[src/rtl/usb_rx_line_decoder_pkg.sv]
// Shared types and constants for the USB full-speed receive line decoder.
package usb_pkg;

  typedef enum logic [1:0] {
    SE0 = 2'b00,
    K   = 2'b01,
    J   = 2'b10,
    SE1 = 2'b11
  } line_state_t;

  typedef enum logic [1:0] {
    ERR_NONE    = 2'b00,
    ERR_STUFF   = 2'b01,
    ERR_SE1     = 2'b10,
    ERR_BAD_EOP = 2'b11
  } rx_err_t;

  typedef enum logic [1:0] {
    IDLE,
    ACTIVE,
    EOP_SE0,
    ERR
  } dec_state_t;

  localparam int MAX_ONES    = 6;
  localparam int EOP_MAX_SE0 = 2;
  localparam int IDLE_J_BITS = 8;

endpackage

[src/rtl/usb_rx_line_decoder_if.sv]
// Pad-side inputs and decoded-bit outputs of the receive line decoder.
interface usb_rx_line_decoder_if;

  logic       enable;
  logic       dp_in;
  logic       dm_in;
  logic       rx_active;
  logic       bit_strobe;
  logic       bit_data;
  logic       eop;
  logic       err;
  logic [1:0] err_code;

  modport master (
    input  enable, dp_in, dm_in,
    output rx_active, bit_strobe, bit_data, eop, err, err_code
  );

  modport slave (
    output enable, dp_in, dm_in,
    input  rx_active, bit_strobe, bit_data, eop, err, err_code
  );

endinterface

[src/rtl/usb_rx_line_decoder_sync.sv]
// Multi-flop synchroniser for the dp/dm pair; resets to the J (idle) state.
module usb_sync #(
  parameter int SYNC_STAGES = 2
) (
  input  logic       clk,
  input  logic       n_rst,
  input  logic [1:0] d,
  output logic [1:0] q
);

  logic [1:0] chain [SYNC_STAGES];

  always_ff @(posedge clk) begin
    if (n_rst) begin
      for (int i = 0; i < SYNC_STAGES; i++) chain[i] <= 2'b10;
    end else begin
      chain[0] <= d;
      for (int i = 1; i < SYNC_STAGES; i++) chain[i] <= chain[i-1];
    end
  end

  assign q = chain[SYNC_STAGES-1];

endmodule

[src/rtl/usb_rx_line_decoder.sv]
// USB FS receive front end: bit timing recovery, NRZI decode, de-stuffing, EOP detect.
// Define USB_RX_DEGLITCH_EN to require two stable cycles before a new line state is accepted.
module usb_rx_line_decoder #(
  parameter int CLKS_PER_BIT = 8,
  parameter int SYNC_STAGES  = 2
) (
  input logic                   clk,
  input logic                   n_rst,
  usb_rx_line_decoder_if.master bus
);
  import usb_pkg::*;

  localparam int TW = $clog2(CLKS_PER_BIT);
  localparam logic [TW-1:0] SAMPLE_AT = TW'(CLKS_PER_BIT / 2 - 1);
  localparam logic [TW-1:0] LAST_CNT  = TW'(CLKS_PER_BIT - 1);

  logic [1:0]  sync_pair;
  line_state_t line;
  line_state_t line_prev;
  logic        edge_seen;
  logic        sample;
  logic [TW-1:0] timer;

  usb_sync #(.SYNC_STAGES(SYNC_STAGES)) u_sync (
    .clk   (clk),
    .n_rst (n_rst),
    .d     ({bus.dp_in, bus.dm_in}),
    .q     (sync_pair)
  );

`ifdef USB_RX_DEGLITCH_EN
  logic [1:0]  sync_prev;
  line_state_t line_filt;

  always_ff @(posedge clk) begin
    if (n_rst) begin
      sync_prev <= 2'b10;
      line_filt <= J;
    end else begin
      sync_prev <= sync_pair;
      if (sync_pair == sync_prev) line_filt <= line_state_t'(sync_pair);
    end
  end

  assign line = line_filt;
`else
  assign line = line_state_t'(sync_pair);
`endif

  assign edge_seen = (line != line_prev);
  assign sample    = (timer == SAMPLE_AT);

  // Free-running bit timer, re-phased by every line edge so samples land mid-bit.
  always_ff @(posedge clk) begin
    if (n_rst) begin
      line_prev <= J;
      timer     <= '0;
    end else begin
      line_prev <= line;
      if (edge_seen || timer == LAST_CNT) timer <= '0;
      else                                timer <= timer + 1'b1;
    end
  end

  dec_state_t  state, state_n;
  line_state_t prev_state, prev_state_n;
  logic [2:0]  ones_cnt, ones_n;
  logic [1:0]  se0_cnt, se0_n;
  logic [3:0]  j_cnt, j_n;
  logic        strobe_q, strobe_n;
  logic        data_q, data_n;
  logic        eop_q, eop_n;
  logic        err_q, err_n;
  rx_err_t     code_q, code_n;
  logic        raw;

  always_ff @(posedge clk) begin
    if (n_rst) begin
      state      <= IDLE;
      prev_state <= J;
      ones_cnt   <= '0;
      se0_cnt    <= '0;
      j_cnt      <= '0;
      strobe_q   <= 1'b0;
      data_q     <= 1'b0;
      eop_q      <= 1'b0;
      err_q      <= 1'b0;
      code_q     <= ERR_NONE;
    end else begin
      state      <= state_n;
      prev_state <= prev_state_n;
      ones_cnt   <= ones_n;
      se0_cnt    <= se0_n;
      j_cnt      <= j_n;
      strobe_q   <= strobe_n;
      data_q     <= data_n;
      eop_q      <= eop_n;
      err_q      <= err_n;
      code_q     <= code_n;
    end
  end

  // Pulses are computed in the sample cycle and registered, so they appear one cycle later.
  always_comb begin
    state_n      = state;
    prev_state_n = prev_state;
    ones_n       = ones_cnt;
    se0_n        = se0_cnt;
    j_n          = j_cnt;
    strobe_n     = 1'b0;
    data_n       = 1'b0;
    eop_n        = 1'b0;
    err_n        = 1'b0;
    code_n       = ERR_NONE;
    raw          = 1'b0;

    case (state)
      IDLE: begin
        if (edge_seen && line_prev == J && line == K) begin
          state_n      = ACTIVE;
          ones_n       = '0;
          prev_state_n = J;
        end
      end

      ACTIVE: begin
        if (sample) begin
          case (line)
            J, K: begin
              raw          = (line == prev_state);
              prev_state_n = line;
              if (ones_cnt == 3'(MAX_ONES)) begin
                if (raw) begin
                  state_n = ERR;
                  err_n   = 1'b1;
                  code_n  = ERR_STUFF;
                  j_n     = '0;
                end else begin
                  ones_n = '0;
                end
              end else begin
                strobe_n = 1'b1;
                data_n   = raw;
                ones_n   = raw ? ones_cnt + 3'd1 : 3'd0;
              end
            end
            SE0: begin
              state_n = EOP_SE0;
              se0_n   = 2'd1;
            end
            default: begin
              state_n = ERR;
              err_n   = 1'b1;
              code_n  = ERR_SE1;
              j_n     = '0;
            end
          endcase
        end
      end

      EOP_SE0: begin
        if (sample) begin
          if (line == SE0 && se0_cnt != 2'(EOP_MAX_SE0)) begin
            se0_n = se0_cnt + 2'd1;
          end else if (line == J) begin
            state_n = IDLE;
            eop_n   = 1'b1;
          end else begin
            state_n = ERR;
            err_n   = 1'b1;
            code_n  = ERR_BAD_EOP;
            j_n     = '0;
          end
        end
      end

      default: begin
        // Leave ERR only after the bus has shown a run of idle J bits.
        if (sample) begin
          if (line != J) begin
            j_n = '0;
          end else if (j_cnt == 4'(IDLE_J_BITS - 1)) begin
            state_n = IDLE;
            j_n     = '0;
          end else begin
            j_n = j_cnt + 4'd1;
          end
        end
      end
    endcase

    if (!bus.enable) begin
      state_n  = IDLE;
      strobe_n = 1'b0;
      data_n   = 1'b0;
      eop_n    = 1'b0;
      err_n    = 1'b0;
      code_n   = ERR_NONE;
    end
  end

  assign bus.rx_active  = (state == ACTIVE) || (state == EOP_SE0);
  assign bus.bit_strobe = strobe_q;
  assign bus.bit_data   = data_q;
  assign bus.eop        = eop_q;
  assign bus.err        = err_q;
  assign bus.err_code   = code_q;

endmodule

[src/flat_wrapper.sv]
// flat-port wrapper written by rule: the top's interface ports become plain ports
module usb_rx_line_decoder_flat import usb_pkg::*;
#(
  parameter int CLKS_PER_BIT = 8,
  parameter int SYNC_STAGES  = 2
)
  (clk, n_rst, bus_enable, bus_dp_in, bus_dm_in, bus_rx_active, bus_bit_strobe, bus_bit_data, bus_eop, bus_err, bus_err_code);
  usb_rx_line_decoder_if bus_i ();
  input logic clk;
  input logic n_rst;
  input wire logic [$bits(bus_i.enable)-1:0] bus_enable;
  input wire logic [$bits(bus_i.dp_in)-1:0] bus_dp_in;
  input wire logic [$bits(bus_i.dm_in)-1:0] bus_dm_in;
  output wire logic [$bits(bus_i.rx_active)-1:0] bus_rx_active;
  output wire logic [$bits(bus_i.bit_strobe)-1:0] bus_bit_strobe;
  output wire logic [$bits(bus_i.bit_data)-1:0] bus_bit_data;
  output wire logic [$bits(bus_i.eop)-1:0] bus_eop;
  output wire logic [$bits(bus_i.err)-1:0] bus_err;
  output wire logic [$bits(bus_i.err_code)-1:0] bus_err_code;
  assign bus_i.enable = bus_enable;
  assign bus_i.dp_in = bus_dp_in;
  assign bus_i.dm_in = bus_dm_in;
  assign bus_rx_active = bus_i.rx_active;
  assign bus_bit_strobe = bus_i.bit_strobe;
  assign bus_bit_data = bus_i.bit_data;
  assign bus_eop = bus_i.eop;
  assign bus_err = bus_i.err;
  assign bus_err_code = bus_i.err_code;
  usb_rx_line_decoder #(.CLKS_PER_BIT(CLKS_PER_BIT), .SYNC_STAGES(SYNC_STAGES)) u_core (.clk(clk), .n_rst(n_rst), .bus(bus_i));
endmodule
[config.mk]
export PLATFORM = sky130hd
export DESIGN_NAME = usb_rx_line_decoder_flat
export DESIGN_NICKNAME = d
export VERILOG_FILES = /design/src/rtl/usb_rx_line_decoder_pkg.sv /design/src/rtl/usb_rx_line_decoder_if.sv /design/src/rtl/usb_rx_line_decoder_sync.sv /design/src/rtl/usb_rx_line_decoder.sv /design/src/flat_wrapper.sv
export SDC_FILE = /design/constraint.sdc
export NUM_CORES = 1
export LEC_CHECK = 0
export CORE_ASPECT_RATIO = 0.6
export CORE_MARGIN = 2
export CORE_UTILIZATION = 30
export DETAILED_ROUTE_END_ITERATION = 6
export SLEW_MARGIN = 25
export SYNTH_ARGS = -nofsm -noshare
export SYNTH_HDL_FRONTEND = slang
export SYNTH_SLANG_ARGS = --single-unit
[constraint.sdc]
create_clock -name clk -period 2.14 [get_ports clk]
set_clock_uncertainty 0.15 [all_clocks]
set_input_delay 0.214 -clock clk [delete_from_list [all_inputs] [get_ports clk]]
set_output_delay 0.214 -clock clk [all_outputs]
set_load 0.005 [all_outputs]
# Yosys cells after proc, flatten, opt, wreduce, memory -nomap -nowiden
# Memory sizes are Yosys's and may differ from the RTL's.
# Index checks and enable logic that the tools add are counted.
[word_totals] output_inout_bits=7 mem_count=1 inputBits=5 mem_bits_rw=4 register_bits=24 elab_cells=134
[memory_table] memory="u_core.u_sync.chain" words=2 width=2 rd=2 rd_clocked_by_memory_dff=0 wr=2 line_no="usb_rx_line_decoder_sync.sv:11" source="logic [1:0] chain [SYNC_STAGES];"
[op_classes] muxes=61 add_sub_neg=4 n_reduce_logical=22 bitwise_logic=8 eq_ne=26
[op_table] op="$mux W2" n=23
[op_table] op="$mux W4" n=9
[op_table] op="$pmux W2 S2" n=5
[op_table] op="$mux W3" n=6
[op_table] op="$mux W1" n=12
[op_table] op="$ne A2 B2 Y1 const B" n=6
[op_table] op="$pmux W4 S3" n=1
[op_table] op="$ne A2 B1 Y1 const B" n=5
[op_table] op="$reduce_and A5 Y1" n=2
[op_table] op="$reduce_or A5 Y1" n=2
[op_table] op="$reduce_and A9 Y1" n=1
[op_table] op="$pmux W4 S2" n=1
[op_table] op="$reduce_and A7 Y1" n=1
[op_table] op="$add A3 B1 Y3 const B" n=2
[op_table] op="$eq A2 B2 Y1 const B" n=3
[op_table] op="$eq A3 B3 Y1 const B" n=2
[op_table] op="$ne A3 B2 Y1 const B" n=2
[op_table] op="$not A1 Y1" n=6
[op_table] op="$pmux W2 S3" n=1
[op_table] op="$pmux W3 S2" n=1
[op_table] op="$reduce_bool A2 Y1" n=3
[op_table] op="$reduce_or A2 Y1" n=3
[op_table] op="$reduce_or A6 Y1" n=1
[op_table] op="$add A4 B1 Y4 const B" n=1
[op_table] op="15 further kinds" n=22

# Longest topological paths before layout
# An unclocked memory read counts as a cell.
[depth] word_depth=7 depth_mapped=8 depth_no_buf=7

# By module
# A second synthesis with hierarchy kept.
[unflattened] cells_unflattened=164 hier_area_um2=1465.2
[by_module_without_submodules] mod="usb_rx_line_decoder" instances=1 area_each_um2=1345.0 seq_area_each_um2=480.5 cells_per_inst=154
[by_module_without_submodules] mod="usb_sync" instances=1 area_each_um2=120.1 seq_area_each_um2=80.1 cells_per_inst=10

# Least setup slack after synthesis
# Ideal clock, no wire load.
[synth_timing] path_type="register to register" startpoint="memory u_core.u_sync.chain[1][0] (netlist: u_core.u_sync.chain[0][2])" endpoint="register u_core.j_cnt[3]" stages_incl_launch_ff=7 arrival_time_ns=1.696 n_path_buf=0 t_required_ns=1.861 setup_time_ns=0.129 slack_ns=0.165 synth_period_minus_slack_ns=1.975 cell_sequence="dfxtp_1 -> inv_1 -> ha_1 -> a211o_1 -> a211oi_2 -> a21boi_1 -> o32ai_1"
[synth_lines] element="start, declared" line_no="usb_rx_line_decoder_sync.sv:11"
[synth_lines] element="end signal, assigned" line_no="usb_rx_line_decoder.sv:94" source="j_cnt <= j_n;"
[synth_lines] element="end, declared" line_no="usb_rx_line_decoder.sv:69" source="logic [3:0] j_cnt, j_n;"

# Final worst setup path
[layout_timing] startpoint="register u_core.state[0]" endpoint="output port bus_rx_active"
[layout_via] elab_chain_cells=2 elab_cells_between_ends=3 classes_between="2 x eq/ne; 1 x reduce/logical"
[layout_rtl] element="start, declared" line_no="usb_rx_line_decoder.sv:65" source="dec_state_t state, state_n;"
[layout_rtl] element="start signal, assigned" line_no="usb_rx_line_decoder.sv:90" source="state <= state_n;"
[layout_rtl] element="$eq A2 B1 Y1 or $eq A2 B2 Y1 (tied branches)" line_no="usb_rx_line_decoder.sv:202" source="assign bus.rx_active = (state == ACTIVE) || (state == EOP_SE0);"
[layout_rtl] element="$logic_or A1 B1 Y1 *" line_no="usb_rx_line_decoder.sv:202"
[layout_rtl] element="end, declared" line_no="flat_wrapper.sv:14" source="output wire logic [$bits(bus_i.rx_active)-1:0] bus_rx_active;"
# Mark *: on every way between the ends. The rest lies on a longest branch, timed or not.

==> impl_results.md <==
- Via density: 4.63
- Final std cells w/o fill: 245
- Initial antenna violation count: 0
- Synthesized cell area: 1460 sq um
- Num CTS Buffers: 3
- Synth cell count leaders: dfxtp_1 (28), nand2_1 (17), ha_1 (15)
- Cell row count: 19
- Worst setup EP type: output port
- Comb power frac: 7.8%
- Final period util: 95.7%
- Class of the worst hold path: reg2reg
- Initial drt markers: 55
- Relative slew slack: 71.6%
- Worst Hold End: u_core.u_sync.chain[0][3]$_SDFF_PP1_
- Post-layout minimum cycle time: 2050 ps
- Mapped Cells: 164
- Die area: 5470 sq um
- Critical path peak fanout: 6
- Starting Density: 31.6%
- Post-synth EDFFs: 0
- Outcome: finished clean
- Detailed placement HPWL: 2200 um
- IO Port Bufs: 11
- Register area share after synthesis: 38.3%
- Worst Path Arrival: 1680 ps
- Clk sinks: 28
- Later-pin clock latency in the skew report: 280 ps
- CP top delay family: buffers and inverters
- F_max: 488 MHz
- Seq pwr share: 56.8%
- Worst reg2reg setup slack: 150 ps
- Design Power: 0.939 mW
- Max Buffers Root-to-Sink: 2
- Clk slew on worst S/H paths: 90 ps
- Max VDD drop: 203 uV
- CP max stage cell: clkdlybuf4s50_1
- First drt pass iteration count: 5
- Crit path cell chain: inv_1 -> ha_2 -> clkdlybuf4s50_1
- Worst r2r src: u_core.state[1]$_SDFFE_PP0P_
- Final hold violations: 0
- Post-synth top area cell: dfxtp_1
- Post-synthesis cell type count: 44
- CP bufs+invs: 2
- Pwr dens: 534 nW/um^2
- Main flop type after synthesis: dfxtp_1
- Placer Congestion: 0.804
- Hold Path Depth: 1
- CTS tree: built
- CP Launch Point: u_core.state[0]$_SDFFE_PP0P_
- I/O pin count: 12
- Post-synthesis net count: 184
- Int Pwr: 0.726 mW
- First-pass GRT wire length: 4730 um
- P_sw: 0.213 mW
- Syn. warnings: 0
- RSZ-0062 raised after global routing: no
- Area Growth Syn to Fin: 20.2%
- Most numerous cell in the Yosys netlist: dfxtp_1
- Synth top area share: 38.3%
- Synthesis-stage register bit count: 28
- Avg Inst Size Synth: 8.93 sq um
- Gr usage total: 11.3%
- Mean routed wirelength per cell: 11.6 um
- Finished Cell Area: 1760 sq um
- Worst EP required: 1780 ps
- Cts hold-fix bufs: 0
- Max-Cap Viols: 0
- Multi-input gate area: 857 sq um
- Die width: 94.2 um
- Area after DPL: 1690 sq um
- Filler cells: 488
- Register Area: 561 sq um
- Core ar.: 4640 sq um
- Metal2 WL: 1000 um
- Grt ovf: 0
- M1 wire length: 1700 um
- Worst path max stage delay: 520 ps
- Vias: 1,134
- Setup TNS: 0 ps
- Tightest Pin Transition: 423 ps
- Crit Reg-Reg Endpoint: u_core.state[0]$_SDFFE_PP0P_
- Startpoint types: register
- Max-slew violation count: 0
- Highest Signal Layer: met4
- # DRC: 0
- Crit Path Category: reg2out
- Synth top area cells: dfxtp_1 (38%), ha_1 (13%), nand2_1 (4.4%)
- Cell total after placement: 241
- Die height: 58.1 um
- Hold wc startpoint: u_core.u_sync.chain[0][1]$_SDFF_PP1_
- CTS H-tree depth: 1
- Final setup vio count: 0
- Clock Power Share: 35.4%
- Fraction of registers with async set/reset: 0%
- Vias in the first global route: 981
- Clock Tree Root: clkbuf_8
- Largest net degree at the start of global routing: 16
- Sw frac: 22.7%
- Final wirelength: 2830 um
- Met3 wire len: 98 um
- Pleak: 0.644 nW
- Share of cells above drive strength 1: 11.0%
- Finished Core Util: 37.9%
- Nets: 203
- Post-route ant nets: 0
- Diodes inserted: 0
- Worst R2R Path Depth: 7
==> layout by cell type (no fill, tap or decap), types with 4 or more instances in the layout <==
master | netlist | layout
dfxtp_1 | 28 | 28
nor3_1 | 4 | 4
nand2_1 | 17 | 17
nor2b_1 | 8 | 8
clkdlybuf4s50_1 | 0 | 11
ha_1 | 15 | 14
inv_1 | 12 | 12
nor2_1 | 10 | 10
clkbuf_8 | 0 | 4
nand3_1 | 6 | 6
a21oi_1 | 8 | 8
o21ai_1 | 3 | 4
buf_4 | 0 | 7
==> per-layer routing <==
layer / track usage (%) / vias to the layer above
met4: 2.48 / 0
met3: 3.90 / 4
met1: 17.9 / 506
met2: 14.2 / 14
li1: - / 610
met5: 0 / -
==> worst reg2reg max path, cell delays in order (launching register included) <==
cell and delay [ps]:
dfxtp_1 350, inv_1 100, ha_1 330, or3_1 170
a31o_1 110, o211ai_2 120, or4_1 480, a21oi_1 130
==> area by class of cell <==
cell class | instances | area share, %
multi-input cells | 120 | 48.7
flip-flops and latches | 28 | 31.9
repair buffers | 18 | 9.25
well taps | 63 | 4.48
clock buffers | 4 | 3.13
inverters | 12 | 2.56
==> state kept, by name, indices dropped and copies added (netlist names) <==
signal                 cells
u_core.prev_state          2
u_core.bus.err             1
u_core.line_prev           2
u_core.j_cnt               4
u_core.bus.err_code        2
u_core.timer               3
u_core.state               2
u_core.bus.eop             1
u_core.ones_cnt            3
u_core.u_sync.chain        4
u_core.se0_cnt             2
u_core.bus.bit_strobe      1
u_core.bus.bit_data        1
==> power groups by stage <==
stage	clock network [mW]	logic (mW)	registers (mW)
global route	0.370	0.0817	0.535
floorplan	0	0.0421	0.547
global placement	0	0.0715	0.546
detailed placement	0	0.0711	0.546
CTS	0.346	0.0715	0.534
finish	0.333	0.0731	0.533
==> kinds of logic after synthesis <==
group           after synthesis  share of synthesized area (%)
flops                        28                           38.3
simple gates                 68                           24.9
buf+inv                      16                           4.36
compound gates               30                           15.2
xor+xnor                      4                           2.39
fa+ha+maj                    15                           12.8
mux                           3                           2.05
==> through the flow <==
step | hold WS (ps) | setup WS, ps
final | 269 | 91.3
after global routing | 281 | 1.25
after CTS | 270 | 54.0
after detailed placement | 245 | 115
after global placement | 243 | 127
after floorplan | 136 | 165
==> how the worst max path moves through the flow <==
stage	to	slack, ps	cells after the start
after floorplan	u_core.j_cnt[3]$_SDFFE_PP0P_	160	6
after global placement	u_core.ones_cnt[2]$_SDFFE_PP0P_	130	7
after detailed placement	u_core.j_cnt[3]$_SDFFE_PP0P_	120	6
after CTS	bus_rx_active	50	3
after global routing	bus_rx_active	1	3
final	bus_rx_active	90	3
==> what timing repair did <==
item                                    CTS  global route
buffers inserted                          0             0
gates resized for setup                   0             5
endpoints found under the setup margin    0             7
endpoints found under the hold margin     0             0
Note: power is estimated with default switching activity, not from simulation.
